==> src/rtl/keypad_scanner_if.sv <==
// Keypad pin bundle plus the key-event levels handed to the control unit.
// master: the scanner (drives rows and events, senses cols).
// slave: board/consumer side.
interface keypad_scanner_if;
    logic [3:0] rows;
    logic [3:0] cols;
    logic [3:0] num;
    logic       numPressed;
    logic [2:0] opt;
    logic       optPressed;
    logic       submit;

    modport master (
        output rows, num, numPressed, opt, optPressed, submit,
        input  cols
    );

    modport slave (
        input  rows, num, numPressed, opt, optPressed, submit,
        output cols
    );
endinterface

==> src/rtl/keypad_scanner.sv <==
// 4x4 keypad scanner: row drive, column synchronizer, frame debounce and
// commit FSM producing num/opt/submit levels for the control unit.
// Optional digit auto-repeat is enabled by defining KEYPAD_REPEAT_EN.
module keypad_scanner #(
    parameter int unsigned SCAN_DIV        = 50000,
    parameter int unsigned DEBOUNCE_FRAMES = 5,
    parameter int unsigned REPEAT_FRAMES   = 150
) (
    input  logic             clk,
    input  logic             reset,
    keypad_scanner_if.master kp
);
    localparam int unsigned      DIV_W    = $clog2(SCAN_DIV);
    localparam int unsigned      DB_W     = $clog2(DEBOUNCE_FRAMES + 1);
    localparam logic [DIV_W-1:0] DIV_TC   = DIV_W'(SCAN_DIV - 1);
    localparam logic [DB_W-1:0]  DB_MAX   = DB_W'(DEBOUNCE_FRAMES);
    localparam logic [4:0]       KEY_NONE = 5'd16;

`ifdef KEYPAD_REPEAT_EN
    localparam int unsigned      REP_W      = $clog2(REPEAT_FRAMES + 1);
    localparam int unsigned      REP_PERIOD = REPEAT_FRAMES / 4;
    localparam logic [REP_W-1:0] REP_MAX    = REP_W'(REPEAT_FRAMES);
    localparam logic [REP_W-1:0] REP_RELOAD = REP_W'(REPEAT_FRAMES - REP_PERIOD);
`endif

    // Sampling needs the synchronizer settled inside a row period; repeat
    // cadence needs at least two frames between drops.
    if (SCAN_DIV < 3 || DEBOUNCE_FRAMES < 1 || REPEAT_FRAMES < 8) begin : g_bad_params
        $error("keypad_scanner: unsupported parameter set");
    end

    typedef enum logic [1:0] {ST_IDLE, ST_HELD, ST_GAP} state_t;

    logic [3:0]       r_cols_s1, r_cols_s2;
    logic [DIV_W-1:0] r_div;
    logic [1:0]       r_row;
    logic [3:0]       r_rows;
    logic [11:0]      r_frame;
    logic [DB_W-1:0]  r_db_cnt;
    logic [4:0]       r_last_key;
    state_t           r_state;
    logic [3:0]       r_key, r_pend, r_num;
    logic [2:0]       r_opt;
    logic             r_np, r_op, r_sub;

    logic             w_div_tc, w_frame_end;
    logic [1:0]       w_row_nxt;
    logic [15:0]      w_pressed;
    logic [1:0]       w_hits;
    logic [3:0]       w_code;
    logic             w_multi;
    logic [4:0]       w_result;
    logic [DB_W-1:0]  w_db_cnt_nxt;
    logic [4:0]       w_last_nxt;
    logic             w_stable;
    state_t           w_state_nxt;
    logic [3:0]       w_key_nxt, w_pend_nxt, w_num_nxt;
    logic [2:0]       w_opt_nxt;
    logic             w_np_nxt, w_op_nxt, w_sub_nxt;
    logic             w_commit;
    logic [3:0]       w_commit_key;
`ifdef KEYPAD_REPEAT_EN
    logic [REP_W-1:0] r_rep, w_rep_nxt;
`endif

    assign w_div_tc    = (r_div == DIV_TC);
    assign w_frame_end = w_div_tc && (r_row == 2'd3);
    assign w_row_nxt   = r_row + 2'd1;
    // Row 3 is not stored: it is taken live from the synchronizer at frame end.
    assign w_pressed   = ~{r_cols_s2, r_frame};

    // Classify the completed frame: none, a single code, or multiple keys
    always_comb begin
        w_hits = 2'd0;
        w_code = 4'd0;
        for (int i = 0; i < 16; i++) begin
            if (w_pressed[i]) begin
                if (w_hits != 2'd2) w_hits = w_hits + 2'd1;
                w_code = 4'(i);
            end
        end
        w_multi  = (w_hits == 2'd2);
        w_result = (w_hits == 2'd0) ? KEY_NONE : {1'b0, w_code};
    end

    // Debounce counter update for the frame being closed
    always_comb begin
        w_db_cnt_nxt = r_db_cnt;
        w_last_nxt   = r_last_key;
        if (w_multi) begin
            w_db_cnt_nxt = '0;
        end else if (w_result == r_last_key) begin
            if (r_db_cnt != DB_MAX) w_db_cnt_nxt = r_db_cnt + DB_W'(1);
        end else begin
            w_db_cnt_nxt = DB_W'(1);
            w_last_nxt   = w_result;
        end
        w_stable = !w_multi && (w_db_cnt_nxt == DB_MAX);
    end

    // Scan divider, row drive, synchronizer and frame accumulator
    always_ff @(posedge clk) begin
        if (!reset) begin
            r_cols_s1  <= 4'hF;
            r_cols_s2  <= 4'hF;
            r_div      <= '0;
            r_row      <= 2'd0;
            r_rows     <= 4'b1110;
            r_frame    <= 12'hFFF;
            r_db_cnt   <= '0;
            r_last_key <= KEY_NONE;
        end else begin
            r_cols_s1 <= kp.cols;
            r_cols_s2 <= r_cols_s1;
            if (w_div_tc) begin
                r_div  <= '0;
                r_row  <= w_row_nxt;
                r_rows <= ~(4'b0001 << w_row_nxt);
                case (r_row)
                    2'd0:    r_frame[3:0]  <= r_cols_s2;
                    2'd1:    r_frame[7:4]  <= r_cols_s2;
                    2'd2:    r_frame[11:8] <= r_cols_s2;
                    default: ;
                endcase
            end else begin
                r_div <= r_div + DIV_W'(1);
            end
            if (w_frame_end) begin
                r_db_cnt   <= w_db_cnt_nxt;
                r_last_key <= w_last_nxt;
            end
        end
    end

    // Commit FSM next state and next output levels
    always_comb begin
        w_state_nxt  = r_state;
        w_key_nxt    = r_key;
        w_pend_nxt   = r_pend;
        w_num_nxt    = r_num;
        w_opt_nxt    = r_opt;
        w_np_nxt     = r_np;
        w_op_nxt     = r_op;
        w_sub_nxt    = r_sub;
        w_commit     = 1'b0;
        w_commit_key = '0;
`ifdef KEYPAD_REPEAT_EN
        w_rep_nxt    = r_rep;
`endif
        if (w_frame_end) begin
            case (r_state)
                ST_IDLE: begin
                    if (w_stable && (w_result != KEY_NONE)) begin
                        w_commit     = 1'b1;
                        w_commit_key = w_result[3:0];
                    end
                end
                ST_HELD: begin
                    if (w_stable && (w_result == KEY_NONE)) begin
                        w_state_nxt = ST_IDLE;
                        {w_np_nxt, w_op_nxt, w_sub_nxt} = 3'b000;
                    end else if (w_stable && (w_result[3:0] != r_key)) begin
                        // Force one low frame so the consumer sees an edge
                        w_state_nxt = ST_GAP;
                        w_pend_nxt  = w_result[3:0];
                        {w_np_nxt, w_op_nxt, w_sub_nxt} = 3'b000;
                    end
`ifdef KEYPAD_REPEAT_EN
                    else if (r_key < 4'd10) begin
                        w_rep_nxt = r_rep + REP_W'(1);
                        w_np_nxt  = 1'b1;
                        if (w_rep_nxt == REP_MAX) begin
                            w_np_nxt  = 1'b0;
                            w_rep_nxt = REP_RELOAD;
                        end
                    end
`endif
                end
                ST_GAP: begin
                    w_commit     = 1'b1;
                    w_commit_key = r_pend;
                end
                default: w_state_nxt = ST_IDLE;
            endcase
        end
        if (w_commit) begin
            w_state_nxt = ST_HELD;
            w_key_nxt   = w_commit_key;
            w_np_nxt    = (w_commit_key < 4'd10);
            w_op_nxt    = (w_commit_key >= 4'd10) && (w_commit_key != 4'd15);
            w_sub_nxt   = (w_commit_key == 4'd15);
            if (w_commit_key < 4'd10) w_num_nxt = w_commit_key;
            else if (w_commit_key != 4'd15) w_opt_nxt = 3'(w_commit_key - 4'd9);
`ifdef KEYPAD_REPEAT_EN
            w_rep_nxt   = '0;
`endif
        end
    end

    // Commit state and registered output levels
    always_ff @(posedge clk) begin
        if (!reset) begin
            r_state <= ST_IDLE;
            r_key   <= '0;
            r_pend  <= '0;
            r_num   <= '0;
            r_opt   <= '0;
            r_np    <= 1'b0;
            r_op    <= 1'b0;
            r_sub   <= 1'b0;
`ifdef KEYPAD_REPEAT_EN
            r_rep   <= '0;
`endif
        end else begin
            r_state <= w_state_nxt;
            r_key   <= w_key_nxt;
            r_pend  <= w_pend_nxt;
            r_num   <= w_num_nxt;
            r_opt   <= w_opt_nxt;
            r_np    <= w_np_nxt;
            r_op    <= w_op_nxt;
            r_sub   <= w_sub_nxt;
`ifdef KEYPAD_REPEAT_EN
            r_rep   <= w_rep_nxt;
`endif
        end
    end

    assign kp.rows       = r_rows;
    assign kp.num        = r_num;
    assign kp.numPressed = r_np;
    assign kp.opt        = r_opt;
    assign kp.optPressed = r_op;
    assign kp.submit     = r_sub;
endmodule

==> src/flat_wrapper.sv <==
// flat-port wrapper written by rule: the top's interface ports become plain ports
module keypad_scanner_flat 
#(
    parameter int unsigned SCAN_DIV        = 50000,
    parameter int unsigned DEBOUNCE_FRAMES = 5,
    parameter int unsigned REPEAT_FRAMES   = 150
)
  (clk, reset, kp_rows, kp_num, kp_numPressed, kp_opt, kp_optPressed, kp_submit, kp_cols);
  keypad_scanner_if kp_i ();
  input  logic clk;
  input  logic reset;
  output wire logic [$bits(kp_i.rows)-1:0] kp_rows;
  output wire logic [$bits(kp_i.num)-1:0] kp_num;
  output wire logic [$bits(kp_i.numPressed)-1:0] kp_numPressed;
  output wire logic [$bits(kp_i.opt)-1:0] kp_opt;
  output wire logic [$bits(kp_i.optPressed)-1:0] kp_optPressed;
  output wire logic [$bits(kp_i.submit)-1:0] kp_submit;
  input wire logic [$bits(kp_i.cols)-1:0] kp_cols;
  assign kp_rows = kp_i.rows;
  assign kp_num = kp_i.num;
  assign kp_numPressed = kp_i.numPressed;
  assign kp_opt = kp_i.opt;
  assign kp_optPressed = kp_i.optPressed;
  assign kp_submit = kp_i.submit;
  assign kp_i.cols = kp_cols;
  keypad_scanner #(.SCAN_DIV(SCAN_DIV), .DEBOUNCE_FRAMES(DEBOUNCE_FRAMES), .REPEAT_FRAMES(REPEAT_FRAMES)) u_core (.clk(clk), .reset(reset), .kp(kp_i));
endmodule
==> config.mk <==
export PLATFORM = sky130hd
export DESIGN_NAME = keypad_scanner_flat
export DESIGN_NICKNAME = d
export VERILOG_FILES = /design/src/rtl/keypad_scanner_if.sv /design/src/rtl/keypad_scanner.sv /design/src/flat_wrapper.sv
export SDC_FILE = /design/constraint.sdc
export NUM_CORES = 1
export LEC_CHECK = 0
export BUFFER_PORTS_ARGS = -buffer_cell sky130_fd_sc_hd__buf_4
export CORE_ASPECT_RATIO = 2
export CORE_MARGIN = 2
export CORE_UTILIZATION = 33
export CTS_CLUSTER_SIZE = 28
export DETAILED_ROUTE_END_ITERATION = 7
export PLACE_DENSITY = 0.57
export SYNTH_ARGS = -nofsm -noshare
export SYNTH_HDL_FRONTEND = slang
export SYNTH_SLANG_ARGS = --single-unit
==> constraint.sdc <==
create_clock -name clk -period 8.7 [get_ports clk]
set_clock_uncertainty 0.1 [all_clocks]
set_input_delay 1.74 -clock clk [delete_from_list [all_inputs] [get_ports clk]]
set_output_delay 1.74 -clock clk [all_outputs]
set_load 0.02 [all_outputs]
# Word level (Yosys, flattened, before mapping)
# Index checks and enable logic that the tools add are counted.
[classes] shift=1 muxes=68 bitwise=8 n_addsub=19 n_lt_le_gt_ge=2 eq_ne=33 n_reduce_logical=26
[ops] operator="$mux 2" count=34
[ops] operator="$mux 4" count=10
[ops] operator="$add 2x1->2 const B" count=15
[ops] operator="$ne 2x2->1 const B" count=14
[ops] operator="$mux 3" count=7
[ops] operator="$add 16x1->16 const B" count=1
[ops] operator="$eq 16x16->1 const B" count=1
[ops] operator="$not 16->16" count=1
[ops] operator="$reduce_and 3->1" count=5
[ops] operator="$mux 1" count=13
[ops] operator="$eq 2x2->1 const B" count=4
[ops] operator="$pmux 4 s2" count=1
[ops] operator="$reduce_and 2->1" count=4
[ops] operator="$logic_and 1x1->1" count=6
[ops] operator="$logic_not 2->1" count=3
[ops] operator="$not 1->1" count=6
[ops] operator="$reduce_or 2->1" count=3
[ops] operator="$eq 5x5->1" count=1
[ops] operator="$eq 5x5->1 const B" count=1
[ops] operator="$mux 5" count=1
[ops] operator="$ne 5x5->1 const B" count=1
[ops] operator="$eq 2x1->1 const B" count=2
[ops] operator="$eq 4x4->1 const B" count=1
[ops] operator="$ge 4x4->1 const B" count=1
[ops] operator="other kinds (20)" count=21
[word_totals] register_bits=70 output_inout_bits=14 word_cells=176

# Depth between registers and ports, before layout
# Gate-level depths: netlist (run 1).
[logic_depth] word_depth=61 ltp_mapped=35

# Least setup slack after synthesis (run 1)
# No wires, ideal clock.
[synth_timing] kind="register to register" from="register u_core.r_frame[0]" to="register u_core.r_opt[2] (netlist: u_core.kp.opt[2])" stages_incl_launch_ff=33 path_slack_ns=1.027 required_ns=8.468 t_arrival_ns=7.441 cell_sequence="dfxtp_1 -> inv_1 -> ha_1 -> or4b_1 -> buf_2 -> and4_4 -> a32oi_2 -> a21boi_2 -> a211oi_2 -> a211oi_2 -> a2111oi_1 -> or4_4 -> o41a_4 -> xnor2_2 -> a21oi_1 -> o31ai_1 -> a22o_1 -> o31a_1 -> o22ai_1 -> xor2_1 -> ha_1 -> nor3b_1 -> or3_1 -> or2_2 -> nor2_1 -> nand2_1 -> o41ai_1 -> nand2_1 -> ha_1 -> and2_1 -> a221o_1 -> a211oi_1 -> a311oi_1"
[synth_between] elab_chain_cells=61 elab_cells_between_ends=84 cone_classes="add/sub (16); order compare (1); eq/ne (20); mux (40); bitwise (2); reduce/logical (5)"
[synth_rtl] element="start, declared" line="keypad_scanner.sv:38" text="logic [11:0] r_frame;"
[synth_rtl] element="start signal, assigned" line="keypad_scanner.sv:120" text="2'd0: r_frame[3:0] <= r_cols_s2;"
[synth_rtl] element="$not 16->16 (*)" line="keypad_scanner.sv:70" text="assign w_pressed = ~{r_cols_s2, r_frame};"
[synth_rtl] element="$mux 1 (*)" line="keypad_scanner.sv:77" text="if (w_pressed[i]) begin"
[synth_rtl] element="$add 1x1->2 or $ne 1x2->1 (tied branches)" line="keypad_scanner.sv:78" text="if (w_hits != 2'd2) w_hits = w_hits + 2'd1;"
[synth_rtl] element="$mux 2" line="keypad_scanner.sv:78"
[synth_rtl] element="$mux 2 (*)" line="keypad_scanner.sv:77"
[synth_rtl] element="$add 2x1->2 or $ne 2x2->1 (tied branches)" line="keypad_scanner.sv:78"
[synth_rtl] element="$mux 2" line="keypad_scanner.sv:78"
[synth_rtl] element="$mux 2 (*)" line="keypad_scanner.sv:77"
[synth_rtl] element="[45 not listed]"
[synth_rtl] element="$logic_and 1x1->1" line="keypad_scanner.sv:98" text="w_stable = !w_multi && (w_db_cnt_nxt == DB_MAX);"
[synth_rtl] element="$logic_and 1x1->1" line="keypad_scanner.sv:153" text="if (w_stable && (w_result != KEY_NONE)) begin"
[synth_rtl] element="$mux 4" line="keypad_scanner.sv:153"
[synth_rtl] element="$pmux 4 s2" line="keypad_scanner.sv:151" text="case (r_state)"
[synth_rtl] element="$mux 4" line="keypad_scanner.sv:150" text="if (w_frame_end) begin"
[synth_rtl] element="$lt 4x4->1" line="keypad_scanner.sv:192" text="if (w_commit_key < 4'd10) w_num_nxt = w_commit_key;"
[synth_rtl] element="$not 1->1 (no source line)"
[synth_rtl] element="$reduce_and 3->1 (no source line)"
[synth_rtl] element="end signal, assigned" line="keypad_scanner.sv:219" text="r_opt <= w_opt_nxt;"
[synth_rtl] element="end, declared" line="keypad_scanner.sv:43" text="logic [2:0] r_opt;"
# Every way passes the cells marked *; elsewhere a longest branch is shown, timed or not.
# A chain may end at the register's enable or synchronous reset.

# Worst setup path after layout (run 1)
# Ends and elaborated chain as after synthesis.

==> results of run 1 <==
==> routing by layer <==
layer	routed length, um	GRT usage	vias to the layer above
met3	320	0.0235	52
met2	8160	0.334	109
met4	609	0.0919	0
met1	5310	0.160	2368
li1	-	-	2429
met5	0	0	-
==> metrics by stage <==
step / total power, mW / TNS [ns]
3_3_place_gp: 0.380 / 0
4_1_cts: 0.752 / 0
5_1_grt: 0.773 / -0.105
3_5_place_dp: 0.380 / 0
2_1_floorplan: 0.365 / 0
6_report: 0.746 / 0
==> layout make-up <==
class / instances / area [um^2] / share of cell area
Inverter: 22 / 82.6 / 0.0137
Sequential cell: 70 / 1400 / 0.233
Tap cell: 198 / 248 / 0.0412
Clock inverter: 7 / 80.1 / 0.0133
Timing Repair Buffer: 42 / 315 / 0.0524
Multi-Input combinational cell: 519 / 3660 / 0.609
Clock buffer: 9 / 225 / 0.0375
==> logic make-up (layout without fill, tap and decap cells) <==
family	after synthesis	count (layout)	share of synthesized area
compound gates	191	191	0.288
xor+xnor	33	33	0.0695
fa+ha+maj	17	17	0.0419
buf+inv	52	80	0.0399
flops	70	70	0.276
mux	4	4	0.00813
simple gates	274	274	0.276
==> worst paths after layout <==
check                                       from                        endpoint  slack, ns  depth (start not counted)
setup / recovery  u_core.r_frame[0]$_SDFFE_PN1P_   u_core.kp.opt[2]$_SDFFE_PN0P_       0.50                         31
hold / removal    u_core.r_cols_s1[1]$_SDFF_PN1_  u_core.r_cols_s2[1]$_SDFF_PN1_       0.31                          1
setup reg to reg  u_core.r_frame[0]$_SDFFE_PN1P_   u_core.kp.opt[2]$_SDFFE_PN0P_       0.50                         31
hold reg to reg   u_core.r_cols_s1[1]$_SDFF_PN1_  u_core.r_cols_s2[1]$_SDFF_PN1_       0.31                          1
==> power breakdown <==
group	switching, mW	leakage (nW)	internal (mW)	total (mW)
sequential	0.00413	0.566	0.323	0.328
clock	0.146	0.148	0.226	0.372
combinational	0.0305	1.60	0.0159	0.0465
total	0.181	2.32	0.565	0.746
==> timing repair <==
action	CTS	global route
endpoints found under the setup margin	0	10
hold endpoints to repair	0	0
gates resized for setup	0	32
buffers inserted	0	16
==> registers in the layout, indices dropped and copies added (netlist names), 2 cells and up <==
register           cells
u_core.r_div          16
u_core.kp.opt          3
u_core.r_state         2
u_core.r_cols_s1       4
u_core.kp.num          4
u_core.r_row           2
u_core.r_key           4
u_core.r_cols_s2       4
u_core.r_db_cnt        3
u_core.kp.rows         4
u_core.r_pend          4
u_core.r_last_key      5
u_core.r_frame        12
==> synth_stat cells, types with 4 or more instances <==
library cell and n:
sky130_fd_sc_hd__nand2_1 75, sky130_fd_sc_hd__dfxtp_1 70, sky130_fd_sc_hd__nor2_1 55, sky130_fd_sc_hd__nand3_1 40
sky130_fd_sc_hd__a21oi_1 38, sky130_fd_sc_hd__o21ai_0 24, sky130_fd_sc_hd__clkbuf_1 23, sky130_fd_sc_hd__inv_1 20
sky130_fd_sc_hd__xnor2_1 18, sky130_fd_sc_hd__ha_1 17, sky130_fd_sc_hd__and3_1 15, sky130_fd_sc_hd__nand2b_1 14
sky130_fd_sc_hd__o211ai_1 13, sky130_fd_sc_hd__xor2_1 11, sky130_fd_sc_hd__a211oi_1 10, sky130_fd_sc_hd__o21ai_1 10
sky130_fd_sc_hd__nor3_1 9, sky130_fd_sc_hd__o21a_1 9, sky130_fd_sc_hd__a311oi_1 8, sky130_fd_sc_hd__nand4_1 7
sky130_fd_sc_hd__or3_1 7, sky130_fd_sc_hd__buf_2 6, sky130_fd_sc_hd__nor2b_1 6, sky130_fd_sc_hd__nor4_1 6
sky130_fd_sc_hd__or2_2 6, sky130_fd_sc_hd__a31oi_1 5, sky130_fd_sc_hd__and2_1 5, sky130_fd_sc_hd__nand3b_1 5
sky130_fd_sc_hd__a2111oi_0 4, sky130_fd_sc_hd__a211oi_2 4, sky130_fd_sc_hd__or2_1 4
==> qor.tcl, run 1 <==
set qor(drt_iter0_markers) 213
set qor(layout.cells.most_common) {sky130_fd_sc_hd__nand2_1}
set qor(grt_pass1_vias) 4827
set qor(initial_utilization) 0.334
set qor(worst-setup-path-type) {flop to flop}
set qor(nets) 687
set qor(placement.setup.worst_slack_ns) 0.222
set qor(detailroute.via_count) 4958
set qor(grt_util_overall) 0.169
set qor(io-pin-count) 20
set qor(hold_path.class) {flop to flop}
set qor(post-route-min-period_ns) 8.20
set qor(path_max_fanout) 7
set qor(cts_hold_buffers) 0
set qor(placed_cells) 835
set qor(core_um2) 15200
set qor(synthesis.nets) 664
set qor(synth.largest_area_cell) {sky130_fd_sc_hd__dfxtp_1}
set qor(post_dp_cell_area_um2) 5400
set qor(final.setup.worst_slack_ns) 0.500
set qor(arrival_time_worst_endpoint_ns) 8.27
set qor(post_route_cells_drive_above_1_share) 0.182
set qor(status) {completed}
set qor(clk-insertion-delay-late_ns) 0.33
set qor(dp_hpwl_um) 10900
set qor(critical_path.n_buffers_inverters) 1
set qor(finalInstanceArea_um2) 6010
set qor(number_of_antenna_violations_at_the_first_check_in_global_routing) 0
set qor(grt-ovfl-total) 0
set qor(timing.critical_path.required_ns) 8.77
set qor(synth.cell_area_um2) 5080
set qor(dieHeight_um) 179
set qor(io_port_bufs) 19
set qor(tightestPinTransition_ns) 0.786
set qor(global_route_wire_length_before_repair_um) 22800
set qor(cpPeakStageDelay_ns) 0.60
set qor(detail_route.first_pass.iterations) 5
set qor(irDropWorstVdd_uv) 172
set qor(layout.cells.most_common_list) {75 x sky130_fd_sc_hd__nand2_1, 69 x sky130_fd_sc_hd__dfxtp_1, 53 x sky130_fd_sc_hd__nor2_1, 42 x sky130_fd_sc_hd__buf_4, 40 x sky130_fd_sc_hd__nand3_1}
set qor(final.fill_count) 1580
set qor(cts-buffers-inserted) 9
set qor(hold_viol) 0
set qor(tritoncts_clock_tree) {done}
set qor(routed_wire_length_per_instance_um) 16.6
set qor(dieWidth_um) 91.7
set qor(finalWeightedCongestion) 0.866
set qor(largest_cells_by_area_after_synthesis) {sky130_fd_sc_hd__dfxtp_1 28%, sky130_fd_sc_hd__nand2_1 5.5%, sky130_fd_sc_hd__ha_1 4.2%, sky130_fd_sc_hd__nor2_1 4.1%, sky130_fd_sc_hd__nand3_1 3.9%}
set qor(synth-async-reset-ratio) 0
set qor(leakagePower_nw) 2.32
set qor(clk_root_buffer_cell) {sky130_fd_sc_hd__clkbuf_16}
set qor(layout_worst_path_cycle_share) 0.943
set qor(final_cell_count_no_fill) 867
set qor(power.density_nw_per_um2) 124
set qor(cts_clk_pin_slew_worst_paths_ns) 0.06
set qor(synthesized_netlist_cell_count) 641
set qor(cts-root-to-sink-buffers) 2
set qor(diodes) 0
set qor(timing.max_cap.violations) 0
set qor(ys_ff_latch) 70
set qor(cpLargestDelayFamily) {simple AND/OR/NAND/NOR gates}
set qor(routed_via_density) 5.72
set qor(synth-seq-area-share) 0.276
set qor(postSynth.topFlopCell) {sky130_fd_sc_hd__dfxtp_1}
set qor(grt_max_degree) 35
set qor(synth.lib_cells_used.distinct) 94
set qor(holdWs_ns) 0.308
set qor(max-slew-margin-rel) 0.475
set qor(rows) 64
set qor(routed_wirelength_um) 14400
set qor(start_kind) {flop}
set qor(synth_top_area_share) 0.276
set qor(clock_sinks) 70
set qor(finalCoreUtilization) 0.395
set qor(route.antenna.remaining_nets) 0
set qor(synth.yosys.warnings) 0
set qor(synth_area_per_cell_um2) 7.92
set qor(die_area_um2) 16500
set qor(timing.critical_path.slowest_stage_cell) {sky130_fd_sc_hd__or4_4}
set qor(fmax_mhz) 122
set qor(clock_tree.htree_level_count) 3
set qor(setup.worst_path.end_class) {flop}
set qor(setup_violations) 0
set qor(synthToLayoutAreaGrowth_pct) 18.3
set qor(final-max-slew-violation-count) 0
set qor(remaining_drc_errors) 0
set qor(synth_enable_flop_cells) 0
Power figures use the tool's default switching activity.
==> inputs of run 2 (changes only) <==
--- a/config.mk
+++ b/config.mk
@@ -8,10 +8,10 @@
 export BUFFER_PORTS_ARGS = -buffer_cell sky130_fd_sc_hd__buf_4
 export CORE_ASPECT_RATIO = 2
 export CORE_MARGIN = 2
-export CORE_UTILIZATION = 33
+export CORE_UTILIZATION = 52
 export CTS_CLUSTER_SIZE = 28
 export DETAILED_ROUTE_END_ITERATION = 7
-export PLACE_DENSITY = 0.57
+export PLACE_DENSITY = 0.78
 export SYNTH_ARGS = -nofsm -noshare
 export SYNTH_HDL_FRONTEND = slang
 export SYNTH_SLANG_ARGS = --single-unit
==> qor.tcl, run 2 (synthesis results as in run 1) <==
set qor(finalWeightedCongestion) 1.01 ;# +17%
set qor(routed_wire_length_per_instance_um) 17.2 ;# +3.3%
set qor(leakagePower_nw) 2.33 ;# +0.36%
set qor(totalPowerFinal_mw) 0.788 ;# +5.7%
set qor(grt_util_overall) 0.259 ;# +0.0906
set qor(crit_top_cell) {sky130_fd_sc_hd__buf_4}
set qor(global_route_wire_length_before_repair_um) 21700 ;# -4.7%
set qor(remaining_drc_errors) 0 ;# unchanged
set qor(path_max_fanout) 6 ;# -1
set qor(timing.critical_path.required_ns) 8.79 ;# +0.02 ns
set qor(tightestPinTransition_ns) 0.741 ;# -0.0457 ns
set qor(diodes) 0 ;# unchanged
set qor(setup_violations) 0 ;# unchanged
set qor(post-route-min-period_ns) 8.28 ;# +0.0798 ns
set qor(timing_startpoint_of_the_critical_path) {u_core.r_frame[1]$_SDFFE_PN1P_}
set qor(cts-root-to-sink-buffers) 2 ;# unchanged
set qor(tritoncts_clock_tree) {done}
set qor(rows) 51 ;# -20%
set qor(synthToLayoutAreaGrowth_pct) 16.2
set qor(grt_pass1_vias) 4765 ;# -1.3%
set qor(largest_reg_flops) 16 ;# unchanged
set qor(io_port_bufs) 19 ;# unchanged
set qor(clock_sinks) 70 ;# unchanged
set qor(hold_viol) 0 ;# unchanged
set qor(cts_clk_pin_slew_worst_paths_ns) 0.06 ;# about the same
set qor(largest-register) {u_core.r_div}
set qor(final.setup.worst_slack_ns) 0.420 ;# -0.0798 ns
set qor(grt_max_degree) 35 ;# unchanged
set qor(hold_path.class) {flop to flop}
set qor(timing.critical_path.slowest_stage_cell) {sky130_fd_sc_hd__a311oi_2}
set qor(post_route_cells_drive_above_1_share) 0.175 ;# -0.00695
set qor(clk-insertion-delay-late_ns) 0.34 ;# about the same
set qor(power.density_nw_per_um2) 134 ;# +7.7%
set qor(final-max-slew-violation-count) 0 ;# unchanged
set qor(rr_startpoint) {u_core.r_frame[1]$_SDFFE_PN1P_}
set qor(placement.setup.worst_slack_ns) 0.156 ;# -0.0655 ns
set qor(worst-setup-path-type) {flop to flop}
set qor(cpPeakStageDelay_ns) 0.45 ;# -0.15 ns
set qor(timing.hold.worst.start) {u_core.r_cols_s1[3]$_SDFF_PN1_}
set qor(max-slew-margin-rel) 0.493 ;# +0.0183
set qor(routed_wirelength_um) 13700 ;# -4.8%
set qor(irDropWorstVdd_uv) 161 ;# -6.3%
set qor(drt_iter0_markers) 184 ;# -14%
set qor(detail_route.first_pass.iterations) 7 ;# +2
set qor(die_area_um2) 10600 ;# -35%
set qor(dieHeight_um) 144 ;# -20%
set qor(setup.worst_path.end_class) {flop}
set qor(clk_root_buffer_cell) {sky130_fd_sc_hd__clkbuf_16}
set qor(start_kind) {flop}
set qor(status) {completed}
set qor(dieWidth_um) 73.9 ;# -19%
set qor(route.antenna.remaining_nets) 0 ;# unchanged
set qor(layout.cells.most_common) {sky130_fd_sc_hd__nand2_1}
set qor(timing.max_cap.violations) 0 ;# unchanged
set qor(arrival_time_worst_endpoint_ns) 8.37 ;# +0.10 ns
set qor(final.fill_count) 855 ;# -46%
set qor(number_of_antenna_violations_at_the_first_check_in_global_routing) 0 ;# unchanged
set qor(layout_worst_path_cycle_share) 0.952 ;# +0.00917
set qor(fmax_mhz) 121 ;# -0.96%
set qor(cts-buffers-inserted) 9 ;# unchanged
set qor(holdWs_ns) 0.315 ;# +0.00703 ns
set qor(dp_hpwl_um) 10000 ;# -7.7%
set qor(finalCoreUtilization) 0.612 ;# +0.217
set qor(layout.cells.most_common_list) {75 x sky130_fd_sc_hd__nand2_1, 70 x sky130_fd_sc_hd__dfxtp_1, 53 x sky130_fd_sc_hd__nor2_1, 40 x sky130_fd_sc_hd__nand3_1, 40 x sky130_fd_sc_hd__buf_4}
set qor(grt-ovfl-total) 0 ;# unchanged
set qor(core_um2) 9640 ;# -37%
set qor(clock_tree.htree_level_count) 3 ;# unchanged
set qor(nets) 685 ;# -0.29%
set qor(initial_utilization) 0.527 ;# +0.193
set qor(reg.largest.list) {u_core.r_div (16), u_core.r_frame (12), u_core.r_last_key (5)}
set qor(detailroute.via_count) 4985 ;# +0.54%
set qor(routed_via_density) 6.24 ;# +9.1%
set qor(io-pin-count) 20 ;# unchanged
## run 2: what timing repair did
item | in CTS | in global routing
hold buffers | 0 | 0
resized for setup | 0 | 25
setup endpoints to repair | 0 | 10
setup buffers | 0 | 14
endpoints found under the hold margin | 0 | 0
## run 2: worst paths after layout
| kind | cells past startpoint | to | slack [ns] |
|---|---|---|---|
| worst min-delay path | 1 | u_core.r_cols_s2[3]$_SDFF_PN1_ | 0.32 |
| worst min register to register | 1 | u_core.r_cols_s2[3]$_SDFF_PN1_ | 0.32 |
| worst max register to register | 34 | u_core.kp.opt[2]$_SDFFE_PN0P_ | 0.42 |
| worst max-delay path | 34 | u_core.kp.opt[2]$_SDFFE_PN0P_ | 0.42 |
## run 2: area by class of cell
type                            instances  area, um^2  share of cell area
Multi-Input combinational cell        519        3610               0.612
Sequential cell                        70        1400               0.237
Timing Repair Buffer                   40         300              0.0509
Clock buffer                           11         233              0.0394
Tap cell                              132         165              0.0280
Clock inverter                          5         106              0.0180
Inverter                               22        82.6              0.0140
## run 2: report_power, final
part,switching [mW],leakage [nW],internal (mW)
logic,0.0304,1.60,0.0160
clock network,0.133,0.160,0.281
registers,0.00391,0.567,0.324
## run 2: critical path, delay by kind of cell (launching register included)
| family | cells | cell delay (ns) |
|---|---|---|
| compound gates | 15 | 3.60 |
| buf+inv | 4 | 0.68 |
| flops | 1 | 0.39 |
| simple gates | 9 | 1.94 |
| xor+xnor | 3 | 0.50 |
| fa+ha+maj | 3 | 0.89 |
## run 2: layer usage
| layer | track usage | routed length [um] | vias to the layer above |
|---|---|---|---|
| met5 | 0 | 0 | - |
| met4 | 0.136 | 637 | 0 |
| met3 | 0.0344 | 352 | 52 |
| met2 | 0.502 | 7720 | 139 |
| met1 | 0.252 | 5000 | 2378 |
| li1 | - | - | 2416 |
## run 2: per-stage QoR
step / area (um^2) / TNS, ns / instances
after floorplan: 5080 / 0 / 641
after global routing: 5900 / -0.0241 / 799
after detailed placement: 5320 / 0 / 769
final: 5900 / 0 / 799
after global placement: 5320 / 0 / 769
after CTS: 5660 / 0 / 785
